File: config.mk
export PLATFORM = sky130hd
export DESIGN_NAME = reqrsp_share_arb
export DESIGN_NICKNAME = d
export VERILOG_FILES = /design/src/rtl/reqrsp_share_arb.sv
export SDC_FILE = /design/constraint.sdc
export NUM_CORES = 1
export LEC_CHECK = 0
export BUFFER_PORTS_ARGS = -buffer_cell sky130_fd_sc_hd__buf_2
export CAP_MARGIN = 5
export CORE_AREA = 5 5 133 135
export DETAILED_ROUTE_END_ITERATION = 10
export DIE_AREA = 0 0 138 140
export SKIP_CTS_REPAIR_TIMING = 1
export SYNTH_ARGS = -nofsm -noshare
export SYNTH_HDL_FRONTEND = slang
export SYNTH_SLANG_ARGS = --single-unit
File: constraint.sdc
create_clock -name clk_i -period 3 [get_ports clk_i]
set_input_delay 0.6 -clock clk_i [delete_from_list [all_inputs] [get_ports clk_i]]
set_output_delay 0.6 -clock clk_i [all_outputs]
set_load 0.02 [all_outputs]
File: src/rtl/reqrsp_share_arb.sv
// reqrsp_share_arb: round-robin share of one reqrsp master port among NrPorts requesters.
// Optional stall counter enabled by macro REQRSP_SHARE_ARB_STALL_CNT_EN.
package reqrsp_share_arb_pkg;

    typedef struct packed {
        logic [31:0] addr;
        logic        write;
        logic [31:0] data;
        logic [3:0]  strb;
    } q_chan_t;

    typedef struct packed {
        logic [31:0] data;
        logic        error;
    } p_chan_t;

    typedef struct packed {
        q_chan_t q;
        logic    q_valid;
        logic    p_ready;
    } req_t;

    typedef struct packed {
        p_chan_t p;
        logic    p_valid;
        logic    q_ready;
    } rsp_t;

endpackage

module reqrsp_share_arb #(
    parameter int unsigned NrPorts        = 2,
    parameter int unsigned AddrWidth      = 32,
    parameter int unsigned DataWidth      = 32,
    parameter int unsigned MaxOutstanding = 4,
    parameter type         req_t          = reqrsp_share_arb_pkg::req_t,
    parameter type         rsp_t          = reqrsp_share_arb_pkg::rsp_t
) (
    input  logic               clk_i,
    input  logic               rst_i,
    input  req_t [NrPorts-1:0] slv_req_i,
    output rsp_t [NrPorts-1:0] slv_rsp_o,
    output req_t               mst_req_o,
    input  rsp_t               mst_rsp_i,
    output logic [31:0]        stall_cnt_o
);

    localparam int unsigned IdxW = (NrPorts > 1) ? $clog2(NrPorts) : 1;
    localparam int unsigned PtrW = (MaxOutstanding > 1) ? $clog2(MaxOutstanding) : 1;
    localparam int unsigned CntW = $clog2(MaxOutstanding + 1);

    if ($bits(req_t) != AddrWidth + DataWidth + DataWidth / 8 + 3) begin : g_bad_req
        $error("req_t does not match AddrWidth/DataWidth");
    end
    if ($bits(rsp_t) != DataWidth + 3) begin : g_bad_rsp
        $error("rsp_t does not match DataWidth");
    end

    logic [IdxW-1:0] r_rr;
    logic            r_lock;
    logic [IdxW-1:0] r_lock_idx;
    logic [IdxW-1:0] r_fifo [MaxOutstanding];
    logic [PtrW-1:0] r_wr;
    logic [PtrW-1:0] r_rd;
    logic [CntW-1:0] r_cnt;

    logic [IdxW-1:0] w_arb;
    logic [IdxW-1:0] w_win;
    logic [IdxW-1:0] w_head;
    logic            w_any;
    logic            w_full;
    logic            w_empty;
    logic            w_qv;
    logic            w_pready;
    logic            w_push;
    logic            w_pop;

    function automatic logic [PtrW-1:0] f_inc(input logic [PtrW-1:0] p);
        return (p == PtrW'(MaxOutstanding - 1)) ? '0 : p + 1'b1;
    endfunction

    assign w_full   = (r_cnt == CntW'(MaxOutstanding));
    assign w_empty  = (r_cnt == '0);
    assign w_head   = r_fifo[r_rd];
    assign w_win    = r_lock ? r_lock_idx : w_arb;
    assign w_qv     = w_any && !w_full && !rst_i;
    assign w_pready = slv_req_i[w_head].p_ready && !w_empty && !rst_i;
    assign w_push   = w_qv && mst_rsp_i.q_ready;
    assign w_pop    = w_pready && mst_rsp_i.p_valid;

    // Round-robin search: first valid port at or after the pointer.
    always_comb begin
        int p;
        p     = 0;
        w_any = 1'b0;
        w_arb = r_rr;
        for (int k = 0; k < int'(NrPorts); k++) begin
            p = int'(r_rr) + k;
            if (p >= int'(NrPorts)) p = p - int'(NrPorts);
            if (!w_any && slv_req_i[p].q_valid) begin
                w_any = 1'b1;
                w_arb = IdxW'(p);
            end
        end
    end

    // Route q from the winner and p back to the FIFO head.
    always_comb begin
        mst_req_o         = '0;
        mst_req_o.q       = slv_req_i[w_win].q;
        mst_req_o.q_valid = w_qv;
        mst_req_o.p_ready = w_pready;
        slv_rsp_o         = '0;
        for (int i = 0; i < int'(NrPorts); i++) begin
            slv_rsp_o[i].p = mst_rsp_i.p;
        end
        slv_rsp_o[w_win].q_ready  = mst_rsp_i.q_ready && !w_full && !rst_i;
        slv_rsp_o[w_head].p_valid = mst_rsp_i.p_valid && !w_empty && !rst_i;
    end

    // Arbitration pointer, grant lock and FIFO bookkeeping.
    always_ff @(posedge clk_i) begin
        if (rst_i) begin
            r_rr       <= '0;
            r_lock     <= 1'b0;
            r_lock_idx <= '0;
            r_wr       <= '0;
            r_rd       <= '0;
            r_cnt      <= '0;
        end else begin
            if (w_push) begin
                r_lock <= 1'b0;
                r_rr   <= (w_win == IdxW'(NrPorts - 1)) ? '0 : w_win + 1'b1;
            end else if (w_qv) begin
                r_lock     <= 1'b1;
                r_lock_idx <= w_win;
            end
            if (w_push) r_wr <= f_inc(r_wr);
            if (w_pop) r_rd <= f_inc(r_rd);
            if (w_push && !w_pop) r_cnt <= r_cnt + 1'b1;
            else if (!w_push && w_pop) r_cnt <= r_cnt - 1'b1;
        end
    end

    // Index storage needs no reset; occupancy is tracked by r_cnt.
    always_ff @(posedge clk_i) begin
        if (w_push) r_fifo[r_wr] <= w_win;
    end

`ifdef REQRSP_SHARE_ARB_STALL_CNT_EN
    logic [31:0] r_stall;

    // Saturating count of cycles with a pending request but no handshake.
    always_ff @(posedge clk_i) begin
        if (rst_i) r_stall <= '0;
        else if (w_any && !w_push && r_stall != '1) r_stall <= r_stall + 1'b1;
    end

    assign stall_cnt_o = r_stall;
`else
    assign stall_cnt_o = '0;
`endif

    for (genvar g = 0; g < NrPorts; g++) begin : g_chk
        a_q_stable : assert property (@(posedge clk_i) disable iff (rst_i)
            slv_req_i[g].q_valid && !slv_rsp_o[g].q_ready
            |=> slv_req_i[g].q_valid && $stable(slv_req_i[g].q));
    end

    a_p_empty : assert property (@(posedge clk_i) disable iff (rst_i)
        mst_rsp_i.p_valid |-> !w_empty);

endmodule
==> metrics.md <==
| Metric | Value |
|---|---|
| GRT Util Overall | 0.0767 |
| Routability cong. | 0.869 |
| Routed len/inst | 13.2 µm |
| Die area | 19,300 µm² |
| Top_reg_cell synth | dfxtp_1 |
| Area contributors post-synth | buf_4 31%, mux2_1 25%, dfxtp_1 9.8% |
| Worst setup EP type | output pin |
| First-pass DRT Iterations | 4 |
| Vias in the first global route | 2,224 |
| Worst Setup Start Kind | input port |
| ANT cells | 0 |
| Max Cap Viol | 0 |
| H-tree depth | 1 |
| Fraction of power consumed by combinational cells | 0.590 |
| DR vias | 2,187 |
| Gr ovfl total | 0 |
| Final period util | 0.917 |
| FF-to-FF End | r_cnt[2] |
| Crit path max-delay cell type | mux2_1 |
| Fillers | 1,834 |
| Reg power frac | 0.207 |
| Worst Hold Launch | r_cnt[2] |
| Most frequent cells after synthesis | 100 x buf_4, 55 x mux2_1, 15 x mux2_2, 12 x dfxtp_1 |
| Core box area | 16,300 µm² |
| Ys Warns | 0 |
| Initial Utilization | 0.150 |
| Final setup viols | 0 |
| # IOs | 352 |
| Clock share of power | 0.203 |
| Hold Path Depth | 2 |
| Post-synthesis sequential area ratio | 0.147 |
| Fmax | between 0.3 and 0.4 GHz |
| Flop2flop setup slack | 380 ps |
| CP Cell Sequence | buf_2 -> inv_1 -> maj3_2 -> mux2i_4 -> buf_12 -> buf_12 -> mux2_1 -> buf_2 |
| Worst Path Buf+Inv | 5 |
| Layout overhead on the synthesized area | 34.1% |
| ANT nets after route | 0 |
| Cell area after synthesis | 2460 µm² |
| Share of cells above drive strength 1 | 0.625 |
| Reg-to-Reg Start | r_fifo[3] |
| Slew Limit Fails | 0 |
| Detailed Place HPWL | roughly 7400 µm |
| CTS root buf | clkbuf_16 |
| I/O Buffers | 220 |
| Cell family with most CP delay | buffers and inverters |
| Clock transition at the registers of the reported paths | 50 ps |
| Min-Delay Endpoint | r_cnt[2] |
| Post-synth EDFFs | 4 |
| Crit path largest cell delay | 340 ps |
| Critical path arrival | 2150 ps |
| Sw Share | 0.410 |
| First-pass GRT wire length | 12,200 µm |
| Worst IR Drop VDD | 0.211 mV |
| Hold WC Path Type | reg2reg |
| Final #Nets | 595 |
| Count leader, synth | buf_4 |
| Worst Path Max Fanout | 23 |
| CP required | 2400 ps |
| Flops & latches, synth | 16 |
| Final WS setup | around 250 ps |
| Iter 0 DRT Violations | 29 |
| Width of the chip | 138 µm |
| DR DRC count | 0 |
| Synth unique cells | 36 |
| Cells after synthesis | 253 |
| Initial antenna violation count | 0 |
| Power Density | 385 nW/µm² |
| Die Ht | roughly 140 µm |
| Post-Route WL | slightly above 8000 µm |
| Std cell rows | 47 |
| Biggest area consumer among synthesized cells | buf_4 |
| RSZ-0062 raised after global routing | false |
| CTS max path bufs | 2 |
| Share of flip-flops with an asynchronous set or reset | 0 |
| Num CTS Buffers | 3 |
| Largest net degree at the start of global routing | 24 |
| Setup total negative slack | 0 ps |
| Clk Latency, worst-skew pair | 240 ps |
| CTS tree | yes |
| Crit path kind | in2out |
| R2R cell count | 9 |
| Pre-CTS WS | 237 ps |
| Switching Power | between 500 and 600 µW |
| Final Hold Fails | 0 |
| P_leak | 0.00170 µW |
| Min Tclk post-route | roughly 2800 ps |
| Mapped Avg Cell Area | 9.71 µm² |
| Status | complete, no violations |
| Synth top area share | 0.305 |
| Skew final | ~1.4 ps |
| # clock sinks | 16 |
| Pint | 748 µW |
| Vias per cell | ~3.5 |
kinds of logic (layout without fill, tap and decap cells):
group	count (synthesis)	after routing	synth area share
buf+inv	117	241	0.354
mux	74	74	0.352
simple gates	26	26	0.0687
flops	16	16	0.147
compound gates	9	9	0.0265
fa+ha+maj	8	8	0.0433
xor+xnor	2	2	0.00713
other cells	1	32	0.00153
power groups by stage:
stage | Combinational, µW | Clock [µW] | Sequential [µW]
3_3_place_gp | 751 | 0 | 267
6_report | 748 | 257 | 263
3_5_place_dp | 756 | 0 | 268
5_1_grt | 813 | 274 | 265
2_1_floorplan | 654 | 0 | 262
4_1_cts | 760 | 265 | 263
worst max path at each step:
stage / startpoint / endpoint / slack (ps) / cells after the start
detailed placement: slv_req_i[1] / mst_req_o[12] / 240 / 8
global placement: slv_req_i[1] / mst_req_o[12] / 240 / 8
CTS: slv_req_i[1] / mst_req_o[12] / 230 / 8
floorplan: slv_req_i[1] / slv_rsp_o[0] / 570 / 6
global route: slv_req_i[1] / mst_req_o[2] / 170 / 8
finish: slv_req_i[1] / mst_req_o[12] / 250 / 8
layout by cell type, fill, tap and decap left out, types with 6 or more instances in the layout:
cell type and n:
dfxtp_1 12, mux2_2 15, inv_1 8, conb_1 32
ha_1 6, mux2_1 55, nor2_1 8, buf_2 220
buf_4 6
worst register-to-register path: stages (launching register included):
cell      delay (ps)
edfxtp_1         370
mux4_2           560
mux2i_4          240
or2_4            170
ha_1             170
inv_1             60
fa_1             380
xor2_1           160
or3_1            300
a21oi_1          140
metrics by stage:
stage                     area [µm²]  std cells   util  hold slack, ps  total power, µW
after floorplan                 2570        284      -             460              916
after global placement          3220        624  0.197             488             1020
after detailed placement        3220        624  0.197             500             1020
after CTS                       3290        628  0.202             508             1290
after global routing            3290        628  0.202             524             1350
final                           3290        628  0.202             506             1270
final cells by class:
type / count / area (µm²) / share of cell area
clock inverter: 1 / 3.75 / 0.00114
clock buffer: 3 / 75.1 / 0.0228
multi-input combinational: 151 / 1340 / 0.408
tap: 220 / 275 / 0.0836
timing repair buffer: 229 / 1210 / 0.366
inverter: 8 / 30.0 / 0.00912
sequential: 16 / 360 / 0.109
layer usage:
metal	vias to the layer above	share of wire	track usage
met5	-	0	0
met4	0	0.016	0.0224
met3	14	0.12	0.0341
met2	169	0.49	0.130
met1	969	0.38	0.0873
li1	1035	-	-
(Power assumes the default switching activity.)
